<file path="config.mk">
export PLATFORM = sky130hd
export DESIGN_NAME = dm_port_arbiter
export DESIGN_NICKNAME = d
export VERILOG_FILES = /design/src/rtl/dm_arb_pkg.sv /design/src/rtl/dm_arb_starve_ctr.sv /design/src/rtl/dm_port_arbiter.sv
export SDC_FILE = /design/constraint.sdc
export NUM_CORES = 1
export LEC_CHECK = 0
export ABC_AREA = 1
export CAP_MARGIN = 20
export CELL_PAD_IN_SITES_DETAIL_PLACEMENT = 2
export CELL_PAD_IN_SITES_GLOBAL_PLACEMENT = 2
export CORE_MARGIN = 8
export CORE_UTILIZATION = 10
export CTS_BUF_LIST = sky130_fd_sc_hd__clkbuf_4
export DETAILED_ROUTE_END_ITERATION = 10
export HOLD_SLACK_MARGIN = 0.15
export PLACE_DENSITY_LB_ADDON = 0.1
export SLEW_MARGIN = 10
export SYNTH_ARGS = -nofsm -noshare
export SYNTH_HDL_FRONTEND = slang
export SYNTH_SLANG_ARGS = --single-unit
</file>
<file path="constraint.sdc">
create_clock -name clk -period 2.1 [get_ports clk]
set_input_delay 0.63 -clock clk [delete_from_list [all_inputs] [get_ports clk]]
set_output_delay 0.63 -clock clk [all_outputs]
set_load 0.02 [all_outputs]
</file>
<file path="src/rtl/dm_arb_pkg.sv">
// Shared types and default widths for the data-memory port arbiter and its memory.
package dm_arb_pkg;
    localparam int DMA_SIZE = 17;
    localparam int DMD_SIZE = 16;

    typedef enum logic [1:0] {
        NONE = 2'd0,
        CORE = 2'd1,
        HOST = 2'd2
    } owner_t;
endpackage

</file>
<file path="src/rtl/dm_arb_starve_ctr.sv">
// Saturating count of consecutive cycles the host was blocked by the core;
// force_host lets the host through once the limit is reached.
module dm_arb_starve_ctr
    import dm_arb_pkg::*;
#(
    parameter int STARVE_LIMIT = 8
) (
    input  logic   clk,
    input  logic   reset,
    input  logic   hst_req,
    input  owner_t owner,
    output logic   force_host
);
    localparam int CW = $clog2(STARVE_LIMIT + 1);
    localparam logic [CW-1:0] LIMIT = CW'(STARVE_LIMIT);

    logic [CW-1:0] cnt;

    always_ff @(posedge clk or negedge reset) begin
        if (!reset) begin
            cnt <= '0;
        end else if (!hst_req || owner == HOST) begin
            cnt <= '0;
        end else if (owner == CORE && cnt != LIMIT) begin
            cnt <= cnt + CW'(1);
        end
    end

    assign force_host = hst_req && (cnt == LIMIT);
endmodule

</file>
<file path="src/rtl/dm_port_arbiter.sv">
// Shares the single DM port between the core (fixed priority) and the host,
// routing delayed write data and read returns to the requester that owned the access.
module dm_port_arbiter
    import dm_arb_pkg::*;
#(
    parameter int DMA_SIZE     = dm_arb_pkg::DMA_SIZE,
    parameter int DMD_SIZE     = dm_arb_pkg::DMD_SIZE,
    parameter int STARVE_LIMIT = 8
) (
    input  logic                clk,
    input  logic                reset,
    input  logic                core_req,
    input  logic                core_wrb,
    input  logic [DMA_SIZE-1:0] core_add,
    input  logic [DMD_SIZE-1:0] core_wdata,
    output logic                core_stall,
    output logic [DMD_SIZE-1:0] core_rdata,
    output logic                core_rvalid,
    input  logic                hst_req,
    input  logic                hst_wrb,
    input  logic [DMA_SIZE-1:0] hst_add,
    input  logic [DMD_SIZE-1:0] hst_wdata,
    output logic                hst_gnt,
    output logic [DMD_SIZE-1:0] hst_rdata,
    output logic                hst_rvalid,
    output logic                ps_dm_cslt,
    output logic                ps_dm_wrb,
    output logic [DMA_SIZE-1:0] dg_dm_add,
    output logic [DMD_SIZE-1:0] bc_dt,
    input  logic [DMD_SIZE-1:0] dm_bc_dt
);
    owner_t owner;
    owner_t wr_owner;
    owner_t rd_owner;
    logic   force_host;

    dm_arb_starve_ctr #(
        .STARVE_LIMIT(STARVE_LIMIT)
    ) u_starve_ctr (
        .clk       (clk),
        .reset     (reset),
        .hst_req   (hst_req),
        .owner     (owner),
        .force_host(force_host)
    );

    always_comb begin
        owner = NONE;
        if (force_host)    owner = HOST;
        else if (core_req) owner = CORE;
        else if (hst_req)  owner = HOST;
    end

    always_comb begin
        ps_dm_cslt = 1'b0;
        ps_dm_wrb  = 1'b0;
        dg_dm_add  = '0;
        case (owner)
            CORE: begin
                ps_dm_cslt = 1'b1;
                ps_dm_wrb  = core_wrb;
                dg_dm_add  = core_add;
            end
            HOST: begin
                ps_dm_cslt = 1'b1;
                ps_dm_wrb  = hst_wrb;
                dg_dm_add  = hst_add;
            end
            default: ;
        endcase
    end

    assign core_stall = core_req && (owner != CORE);
    assign hst_gnt    = (owner == HOST);

    // Data phase trails the address phase by one cycle; a NONE owner yields wrb=0 and cslt=0.
    always_ff @(posedge clk or negedge reset) begin
        if (!reset) begin
            wr_owner <= NONE;
            rd_owner <= NONE;
        end else begin
            wr_owner <= ps_dm_wrb ? owner : NONE;
            rd_owner <= (ps_dm_cslt && !ps_dm_wrb) ? owner : NONE;
        end
    end

    always_comb begin
        bc_dt = '0;
        case (wr_owner)
            CORE:    bc_dt = core_wdata;
            HOST:    bc_dt = hst_wdata;
            default: ;
        endcase
    end

    assign core_rvalid = (rd_owner == CORE);
    assign hst_rvalid  = (rd_owner == HOST);
    assign core_rdata  = dm_bc_dt;
    assign hst_rdata   = dm_bc_dt;
endmodule

</file>
Word-level counts from Yosys, hierarchy flattened
Cells that the tools add are included.
{"block": "totals", "ff_bits": 8, "input_bits": 88, "output_inout_bits": 71, "elab_cells": 33}
{"block": "op_classes", "n_addsub": 1, "n_eq_ne": 9, "n_mux": 11, "n_reduce_logical": 9}
{"cell": "$pmux 17 s2", "n": 1}
{"cell": "$pmux 16 s2", "n": 1}
{"cell": "$mux 2", "n": 5}
{"cell": "$mux 4", "n": 2}
{"cell": "$eq 2x1->1 const B", "n": 3}
{"cell": "$eq 2x2->1 const B", "n": 3}
{"cell": "$add 4x1->4 const B", "n": 1}
{"cell": "$eq 4x4->1 const B", "n": 1}
{"cell": "$logic_and 1x1->1", "n": 4}
{"cell": "$ne 4x4->1 const B", "n": 1}
{"cell": "$logic_not 1->1", "n": 2}
{"cell": "$ne 2x1->1 const B", "n": 1}
{"cell": "$pmux 1 s2", "n": 1}
{"cell": "$reduce_bool 2->1", "n": 1}
{"cell": "$reduce_or 2->1", "n": 1}
{"cell": "$logic_or 1x1->1", "n": 1}
{"cell": "$mux 1", "n": 1}

Logic depth before layout (Yosys ltp)
Gate-level depths: netlist of the first run.
{"block": "logic_depth", "word_depth": 8, "depth_mapped": 12, "ltp_nobuf": 11}

Modules after synthesis
A second synthesis of the first run with hierarchy kept.
{"block": "hier_totals", "cells_unflattened": 205, "area_unflattened_um2": 1188.6}
{"module": "dm_port_arbiter", "instances": 1, "cells_per_inst": 169, "area_each_um2": 924.6}
{"module": "dm_arb_starve_ctr", "instances": 1, "cells_per_inst": 36, "area_each_um2": 264.0}

Worst setup path after synthesis of the first run
Ideal clock, no wire load.
{"block": "synth_path", "kind": "reg-to-output", "start": "register u_starve_ctr.cnt[0]", "end": "output port dg_dm_add[0]", "t_arrival_ns": 1.959, "t_required_ns": 1.470, "slack_ns": -0.489, "stages_incl_launch_ff": 10, "cell_sequence": "dfrtp_1 > inv_1 > ha_1 > nand3_2 > o21ai_2 > ha_1 > buf_6 > buf_6 > nand2_1 > a21oi_1"}
{"block": "synth_via", "elab_chain_len": 5}
{"element": "from (decl)", "line": "dm_arb_starve_ctr.sv:17", "text": "logic [CW-1:0] cnt;"}
{"element": "from (signal assigned)", "line": "dm_arb_starve_ctr.sv:25", "text": "cnt <= cnt + CW'(1);"}
{"element": "$eq 4x4->1", "line": "dm_arb_starve_ctr.sv:29", "text": "assign force_host = hst_req && (cnt == LIMIT);"}
{"element": "$logic_and 1x1->1", "line": "dm_arb_starve_ctr.sv:29"}
{"element": "$mux 2", "line": "dm_port_arbiter.sv:49", "text": "if (force_host) owner = HOST;"}
{"element": "$eq 2x2->1"}
{"element": "via hst_gnt", "line": "dm_port_arbiter.sv:23", "text": "output logic hst_gnt,"}
{"element": "$pmux 17 s2", "line": "dm_port_arbiter.sv:58", "text": "case (owner)"}
{"element": "to (decl)", "line": "dm_port_arbiter.sv:28", "text": "output logic [DMA_SIZE-1:0] dg_dm_add,"}
The timed path passes the listed nets, and every way through them passes these cells.

Worst setup path in the final report of the first run
{"block": "layout_path", "start": "register u_starve_ctr.cnt[0]", "end": "output port dg_dm_add[0]"}
{"block": "layout_via", "elab_chain_len": 5}
{"element": "$eq 4x4->1 *", "line": "dm_arb_starve_ctr.sv:29"}
{"element": "$logic_and 1x1->1 *", "line": "dm_arb_starve_ctr.sv:29"}
{"element": "$mux 2 *", "line": "dm_port_arbiter.sv:49"}
{"element": "$eq 2x2->1 / $eq 2x1->1 (equally long branches)", "line": "dm_port_arbiter.sv:58"}
{"element": "$pmux 17 s2 *", "line": "dm_port_arbiter.sv:58"}
Every way passes the cells marked *; elsewhere a longest branch is shown, timed or not.

==> results of run 1 <==
report_power, final:
part / internal (mW) / total [mW] / switching [mW]
Sequential: 0.160 / 0.164 / 0.00372
Clock: 0.0649 / 0.110 / 0.0453
Combinational: 0.311 / 0.548 / 0.238
registers in the layout (all words and copies together) (netlist names):
register / cells
u_starve_ctr.cnt: 4
rd_owner: 2
wr_owner: 2
Yosys cell counts (all sizes together):
cell,count
buf,44
ha,7
inv,13
nand3,5
a31oi,1
clkbuf,1
nand4,2
nand2,81
a21oi,33
o21ai,1
dfrtp,8
nor2,12
per-layer routing:
| layer | track usage, % | share of wire, % | vias up |
|---|---|---|---|
| met1 | 8.04 | 38 | 782 |
| met5 | 0 | 0 | - |
| met3 | 4.73 | 16 | 2 |
| met2 | 12.5 | 45 | 89 |
| li1 | - | - | 832 |
| met4 | 2.66 | 0.76 | 0 |
final cells by class:
cell class	count	share of cell area [%]
Timing Repair Buffer	149	49.3
Multi-Input combinational cell	142	35.2
Tap cell	172	6.72
Sequential cell	8	6.25
Inverter	13	1.76
Clock buffer	3	0.704
Antenna cell	1	0.0782
timing repair:
action                                  4_1_cts  5_1_grt
pin swaps                                     6       17
buffers inserted                              3        7
gates cloned                                  0        1
gates resized for setup                     212       50
endpoints found under the setup margin       39       36
cell families (layout without fill, tap and decap cells):
kind of cell | Yosys count | count (layout) | share of synthesized area [%]
compound gates | 35 | 35 | 16.0
flops | 8 | 8 | 15.5
fa+ha+maj | 7 | 7 | 6.77
simple gates | 100 | 100 | 31.0
other cells | 0 | 1 | 0
buf+inv | 58 | 165 | 30.8
through the flow:
stage / setup TNS [ns] / util [%] / area (um2) / std cells
finish: -9.31 / 25.4 / 3200 / 488
global route: -11.57 / 25.4 / 3200 / 488
detailed placement: -33.92 / 23.0 / 2900 / 473
floorplan: -3.91 / - / 1640 / 208
CTS: -10.14 / 23.5 / 2970 / 479
global placement: -32.94 / 23.0 / 2900 / 473
path summary, 6_finish.rpt:
path	depth (start not counted)	slack [ns]	start	end
max reg2reg	14	0.14	u_starve_ctr.cnt[0]	u_starve_ctr.cnt[3]
max in group asynchronous	1	1.17	reset	wr_owner[0]
min reg2reg	3	0.64	u_starve_ctr.cnt[2]	u_starve_ctr.cnt[2]
max	10	-0.48	u_starve_ctr.cnt[0]	dg_dm_add[0]
min	3	0.64	u_starve_ctr.cnt[2]	u_starve_ctr.cnt[2]
min in group asynchronous	1	0.66	reset	u_starve_ctr.cnt[0]
worst max-delay path, cell delays in order, from the launching register on:
cell and delay, ns:
dfrtp_1 0.39, inv_2 0.08, ha_4 0.15, nand3_4 0.09, o21ai_4 0.17, buf_12 0.13
ha_4 0.21, buf_12 0.15, nand2_2 0.07, a21oi_4 0.12, buf_6 0.13
==> results.md, run 1 <==
* Initial antenna violation count at 1
* Final estimated routing congestion in global placement at 0.641
* Pin count of the biggest net entering global routing at 17
* Nets@finish at 412
* Die W at 130 um
* Max Slew Vio Count at 0
* Leakage power at 1.29 nW
* Layout filler cell count at 1,476
* Crit share post-route at 123%
* Sequential element share of the synthesized area at 15.5%
* Post-DP HPWL at 5.73 mm
* Root Buffer: clkbuf_4
* Most frequent cells in the layout: clkdlybuf4s50_1 (63), nand2_1 (47), buf_4 (37), buf_6 (27), nand2_2 (24)
* TritonCTS buffer count at 3
* Critical path type: reg2out
* Cell area after synthesis at 0.00129 mm2
* Worst hold path class: reg2reg
* Slew headroom at 76.0%
* Avg WL per Cell at 13.8 um
* Mapped Cells at 208
* Hold_ws at 0.640 ns
* Final hold vios at 0
* Row cnt at 41
* Yosys reg bits at 8
* Sequential Area at 200 um2
* Pwr dens at 257 mW/mm2
* Crit path DAT at 1.95 ns
* Post-route minimum period at 2.58 ns
* Vias in the first global route at 1,910
* Htree depth at 1
* Drt pass-1 iters at 2
* Area contributors post-synth: nand2_1 (23%), buf_4 (21%), dfrtp_1 (15%)
* Worst path required time at 1.47 ns
* Final setup margin at -0.481 ns
* Syn Nets at 303
* Synth cell types at 18
* Worst-path clk slew at 0.05 ns
* DRC at 0
* Failing checks: negative setup slack
* Worst Clk Skew at 0.00696 ns
* CTS max path bufs at 2
* DR iter-0 viols at 12
* Crit path capture type: output pin
* Status: finished, violations left
* RSZ-0062 raised after global routing: true
* Multi-input logic area at 0.00113 mm2
* DRT antenna net count at 0
* Yosys Warn Count at 0
* Port bufs at 110
* Area delta synth->final at 147%
* CP max FO at 8
* Hold_buf cts at 0
* Global-route wire length before repair at 10.3 mm
* Initial cell density of the core at 10.3%
* Die Y at 130 um
* DRT Wirelength at 6.75 mm
* Max_cap viols at 0
* CTS tree: done
* Congestion Overflow GR at 0
* Clk sink count at 8
* Syn Area/Cell at 6.22 um2
* Commonest non-fill, non-tap cell in the layout: clkdlybuf4s50_1
* Post-synth top area share at 23.2%
* Pre-CTS setup slack at -1.25 ns
* Setup Viol. Count Final at 21
* Vias post-DR at 1,705
* DIE AREA at 0.0168 mm2
* Worst slew pin tran at 0.360 ns
* Clk_lat worst skew at 0.25 ns
* Core ar. at 0.0126 mm2
* Fmax achieved at 387 MHz
* Total power at 0.823 mW
* Layout cells sized above 1 at 50.8%
* Vias per Instance at 3.49
* Leading area contributor after synthesis: nand2_1
* Maximum vdd drop at 76.0 uV
* IO Pins at 159
* Total global-route track usage at 7.70%
* Critical Path Start Type: flip-flop
(Power assumes the default switching activity.)
==> inputs of run 2 (changes only) <==
--- a/config.mk
+++ b/config.mk
@@ -19,3 +19,4 @@
 export SYNTH_ARGS = -nofsm -noshare
 export SYNTH_HDL_FRONTEND = slang
 export SYNTH_SLANG_ARGS = --single-unit
+export TNS_END_PERCENT = 1
==> results.md, run 2 (synthesized netlist as in run 1, its figures left out) <==
* Worst Setup SP: u_starve_ctr.cnt[0]
* Area delta synth->final at 136%
* Row cnt at 41
* Design area at 0.00305 mm2
* Fmax achieved at 382 MHz
* Final setup margin at -0.515 ns
* Global-route wire length before repair at 10.6 mm
* Avg WL per Cell at 13.8 um
* DRC at 0
* Layout filler cell count at 1,473
* Port bufs at 110
* Die Y at 130 um
* Critical Path Start Type: flip-flop
* Commonest non-fill, non-tap cell in the layout: clkdlybuf4s50_1
* IO Pins at 159
* Nets@finish at 409
* DIE AREA at 0.0168 mm2
* Largest register by flop count: u_starve_ctr.cnt
* Max FFs per register at 4
* Critical path type: reg2out
* Pwr dens at 261 mW/mm2
* CP max FO at 8
* Clk_lat worst skew at 0.26 ns
* Post-route minimum period at 2.62 ns
* Worst path required time at 1.47 ns
* Slew headroom at 74.9%
* Total power at 0.795 mW
* CTS max path bufs at 2
* CTS tree: done
* Leakage power at 1.17 nW
* Setup Viol. Count Final at 21
* Htree depth at 1
* R2r startpoint: u_starve_ctr.cnt[0]
* Buffers & Inverters on Critical Path at 5
* DRT Wirelength at 6.69 mm
* RSZ-0062 raised after global routing: true
* Post-place instance area at 0.00276 mm2
* Hold_buf cts at 0
* Slowest cell delay on critical path at 0.39 ns
* Crit path max-delay family: buffers and inverters
* Pin count of the biggest net entering global routing at 17
* Vias per Instance at 3.48
* Crit path DAT at 1.99 ns
* HP Start: u_starve_ctr.cnt[2]
* Max Slew Vio Count at 0
* Worst-path clk slew at 0.06 ns
* Worst slew pin tran at 0.375 ns
* Initial antenna violation count at 2
* Top Registers: u_starve_ctr.cnt (4), rd_owner (2), wr_owner (2)
* Congestion Overflow GR at 0
* Most frequent cells in the layout: clkdlybuf4s50_1 (69), nand2_1 (57), buf_6 (37), buf_4 (27), a21oi_2 (21)
* Die W at 130 um
* Crit path capture type: output pin
* Status: finished, violations left
* Layout cells sized above 1 at 47.8%
* DR iter-0 viols at 17
* Maximum vdd drop at 81.2 uV
* Failing checks: negative setup slack
* Final hold vios at 0
* Post-DP HPWL at 5.71 mm
* Slowest cell on crit path: dfrtp_1
* Crit share post-route at 125%
* Root Buffer: clkbuf_4
* Worst Clk Skew at 0.0123 ns
* Final estimated routing congestion in global placement at 0.641
* Ant diodes at 0
* Drt pass-1 iters at 4
* Vias in the first global route at 1,988
* Core ar. at 0.0126 mm2
* DRT antenna net count at 0
* Worst hold path class: reg2reg
* Total global-route track usage at 7.89%
* Vias post-DR at 1,682
* CP cell instances: inv_2 -> ha_4 -> nand3_4 -> nand2_4 -> nand2_4 -> buf_6 -> inv_6 -> ha_4 -> buf_12 -> nand2_1 -> a21oi_2 -> buf_4
* Initial cell density of the core at 10.3%
* Max_cap viols at 0
* TritonCTS buffer count at 3
* Clk sink count at 8
run 2: cell types whose count changed in the layout (fill, tap and decap cells not counted), sizes merged, moves of 2 or more:
cell and delta:
buf -2, clkdlybuf4s15 -2, dlymetal6s2s -6, dlygate4sd2 +2
clkdlybuf4s50 +6
run 2: path summary, 6_finish.rpt:
| kind | end | slack [ns] | cells past startpoint |
|---|---|---|---|
| worst min register to register | u_starve_ctr.cnt[2] | 0.63 | 3 |
| worst max-delay path | dg_dm_add[10] | -0.52 | 12 |
| worst max register to register | u_starve_ctr.cnt[3] | 0.29 | 13 |
| worst min-delay path | u_starve_ctr.cnt[2] | 0.63 | 3 |
| max in group asynchronous | wr_owner[0] | 1.17 | 1 |
| min in group asynchronous | u_starve_ctr.cnt[3] | 0.65 | 1 |
run 2: layout make-up:
cell class                 instances  area (um2)  share of cell area, %
timing repair buffer             146        1520                   49.7
multi-input combinational        142        1040                   34.2
tap                              172         215                   7.05
sequential                         8         200                   6.56
inverter                          13        53.8                   1.76
clock buffer                       3        22.5                  0.738
run 2: per-stage QoR:
stage | hold WS, ns | std cells | setup TNS (ns) | utilization, % | setup slack (ns)
after floorplan | 0.334 | 208 | -4.25 | - | -0.248
final | 0.629 | 484 | -9.64 | 24.2 | -0.515
after detailed placement | 0.619 | 475 | -35.09 | 21.9 | -1.32
after global placement | 0.604 | 475 | -33.68 | 21.9 | -1.27
after global routing | 0.673 | 484 | -12.15 | 24.2 | -0.624
after CTS | 0.637 | 483 | -11.20 | 22.4 | -0.574
run 2: routing by layer:
metal	global-route usage, %	wire length, um
met5	0	27
met4	2.25	63
met3	5.18	1110
met2	11.9	2800
met1	8.90	2690
run 2: power breakdown:
| group | switching, mW | internal [mW] | leakage [nW] |
|---|---|---|---|
| combinational | 0.221 | 0.293 | 1.04 |
| sequential | 0.00364 | 0.160 | 0.109 |
| clock | 0.0519 | 0.0654 | 0.0138 |
run 2: worst reg2reg max path, cell delays in order (launching register included):
cell     delay (ns)
dfrtp_1        0.39
inv_2          0.08
ha_4           0.14
nand3_4        0.10
nand2_4        0.09
nand2_4        0.05
buf_4          0.14
ha_4           0.19
buf_6          0.14
buf_4          0.15
nand2_1        0.06
nor2_1         0.05
nor2_1         0.09
nor2_1         0.05
run 2: timing repair:
| item | 4_1_cts | 5_1_grt |
|---|---|---|
| setup buffers | 5 | 1 |
| pin swaps | 7 | 26 |
| setup endpoints to repair | 43 | 37 |
| gates resized for setup | 198 | 66 |
==> inputs of run 3 (changes only) <==
--- a/config.mk
+++ b/config.mk
@@ -10,11 +10,11 @@
 export CELL_PAD_IN_SITES_DETAIL_PLACEMENT = 2
 export CELL_PAD_IN_SITES_GLOBAL_PLACEMENT = 2
 export CORE_MARGIN = 8
-export CORE_UTILIZATION = 10
+export CORE_UTILIZATION = 11
 export CTS_BUF_LIST = sky130_fd_sc_hd__clkbuf_4
 export DETAILED_ROUTE_END_ITERATION = 10
 export HOLD_SLACK_MARGIN = 0.15
-export PLACE_DENSITY_LB_ADDON = 0.1
+export PLACE_DENSITY = 0.94
 export SLEW_MARGIN = 10
 export SYNTH_ARGS = -nofsm -noshare
 export SYNTH_HDL_FRONTEND = slang
==> constraint.sdc (replaced) <==
create_clock -name clk -period 2.69 [get_ports clk]
set_input_delay 0.807 -clock clk [delete_from_list [all_inputs] [get_ports clk]]
set_output_delay 0.807 -clock clk [all_outputs]
set_load 0.02 [all_outputs]
==> results.md, run 3 (synthesized netlist as in run 1, its figures left out) <==
* Status: finished, violations left
* Failing checks: negative setup slack
* Critical path type: reg2out
* Vias per Instance at 3.86
* CP max FO at 9
* Root Buffer: clkbuf_4
* Worst path required time at 1.88 ns
* TritonCTS buffer count at 3
* Slowest cell on crit path: dfrtp_1
* Layout cells sized above 1 at 32.3%
* Psw at 0.214 mW
* Total power at 0.599 mW
* Htree depth at 1
* Commonest non-fill, non-tap cell in the layout: nand2_1
* Combinational Power Share at 62.5%
* Pre-CTS setup slack at -1.07 ns
* Initial cell density of the core at 11.3%
* Crit share post-route at 103%
* Max_cap viols at 0
* Die W at 124 um
* Port bufs at 110
* Slowest cell delay on critical path at 0.39 ns
* Crit path capture type: output pin
* Layout filler cell count at 1,309
* CTS tree: done
* CP cell instances: inv_2 -> ha_4 -> nand3_4 -> o21ai_4 -> buf_12 -> ha_4 -> buf_12 -> a21oi_2 -> buf_6
* TNS Setup at -1.12 ns
* Vias post-DR at 1,726
* Clock network power share at 16.1%
* CTS max path bufs at 2
* Clk_lat worst skew at 0.27 ns
* Pwr dens at 218 mW/mm2
* Max FFs per register at 4
* Post-DP HPWL at 5.89 mm
* Largest register by flop count: u_starve_ctr.cnt
* Most frequent cells in the layout: nand2_1 (72), clkdlybuf4s50_1 (71), buf_4 (22), buf_6 (18), a21oi_1 (16)
* Leakage power at 1.08 nW
* Worst slew pin tran at 0.398 ns
* Core ar. at 0.0115 mm2
* Top Registers: u_starve_ctr.cnt (4), rd_owner (2), wr_owner (2)
* Row cnt at 39
* Post-route minimum period at 2.77 ns
* Final core occ at 23.9%
* Crit path DAT at 1.96 ns
* Grt met2 use at 15.6%
* Final hold vios at 0
* Area delta synth->final at 112%
* GR peak layer: met2
* Drt pass-1 iters at 4
* Critical Path Start Type: flip-flop
* Sequential Area at 200 um2
* Nets@finish at 400
* Worst Setup SP: u_starve_ctr.cnt[0]
* Clk sink count at 8
* Setup Viol. Count Final at 18
* Worst-path clk slew at 0.06 ns
* Met1 GRT Util at 8.19%
* Pin count of the biggest net entering global routing at 20
* Sw Share at 35.7%
* DR iter-0 viols at 16
* Multi-input logic area at 918 um2
* Flop-to-flop setup slack at 0.71 ns
* Reg power frac at 21.4%
* Congestion Overflow GR at 0
* Avg WL per Cell at 15.8 um
* Max Slew Vio Count at 0
* Initial antenna violation count at 1
* Slew headroom at 73.4%
* DRT antenna net count at 0
* Crit path max-delay family: buffers and inverters
* DRC at 0
* IO Pins at 159
* Die Y at 124 um
* Vias in the first global route at 2,084
* RSZ-0062 raised after global routing: true
* Maximum vdd drop at 91.1 uV
* Global-route wire length before repair at 11.1 mm
* Final estimated routing congestion in global placement at 0.762
* Worst Clk Skew at 0.00490 ns
* Fmax achieved at 361 MHz
* Worst hold path class: reg2reg
* GRT met3 Usage at 4.21%
* HP Start: u_starve_ctr.cnt[2]
* Buffers & Inverters on Critical Path at 4
* Final setup margin at -0.0807 ns
* R2r startpoint: u_starve_ctr.cnt[0]
* DRT Wirelength at 7.08 mm
* Total global-route track usage at 8.71%
* DIE AREA at 0.0155 mm2
* Int Power at 0.385 mW
## run 3: cell count changes in the layout (fill, tap and decap cells not counted), sizes merged
cell	delta
buf	-23
clkbuf	+3
clkdlybuf4s15	+3
clkdlybuf4s50	+2
diode	+1
dlygate4sd2	+8
dlymetal6s2s	-2
## run 3: tightest hold or removal path: cells and delay by family, from the launching register on
family / cells / cell delay, ns
buf+inv: 1 / 0.12
flops: 1 / 0.34
simple gates: 1 / 0.10
compound gates: 1 / 0.04
## run 3: repair_timing
item,in CTS,in global routing
pin swaps,7,5
cloned,1,0
hold buffers,0,0
gates resized for setup,168,29
setup endpoints to repair,37,27
buffers inserted,1,4
## run 3: final timing paths
path                                       end  cells after the start
max                              dg_dm_add[12]                      9
min                        u_starve_ctr.cnt[2]                      3
max reg2reg                        wr_owner[1]                     13
min reg2reg                u_starve_ctr.cnt[2]                      3
max in group asynchronous          wr_owner[0]                      1
min in group asynchronous  u_starve_ctr.cnt[1]                      1
## run 3: through the flow
stage / instance area (um2) / hold slack (ns) / instances
2_1_floorplan: 1390 / 0.506 / 208
3_3_place_gp: 2540 / 0.588 / 438
3_5_place_dp: 2540 / 0.629 / 438
4_1_cts: 2680 / 0.644 / 443
5_1_grt: 2740 / 0.697 / 447
6_report: 2740 / 0.653 / 447
## run 3: layout make-up
class                           count  area share [%]
Antenna cell                        1          0.0912
Sequential cell                     8            7.30
Tap cell                          143            6.52
Multi-Input combinational cell    142            33.5
Clock buffer                        3           0.821
Inverter                           13            1.87
Timing Repair Buffer              137            49.9
## run 3: power groups by stage
stage               clock, mW  combinational (mW)  sequential (mW)
floorplan                   0               0.196            0.130
global placement            0               0.320            0.130
detailed placement          0               0.333            0.130
CTS                    0.0987               0.366            0.128
global route            0.109               0.401            0.128
finish                 0.0967               0.374            0.128
## run 3: per-layer routing
layer	share of wire (%)	up-vias
met4	2.3	0
li1	-	806
met3	13	20
met1	36	785
met2	48	115
met5	0	-
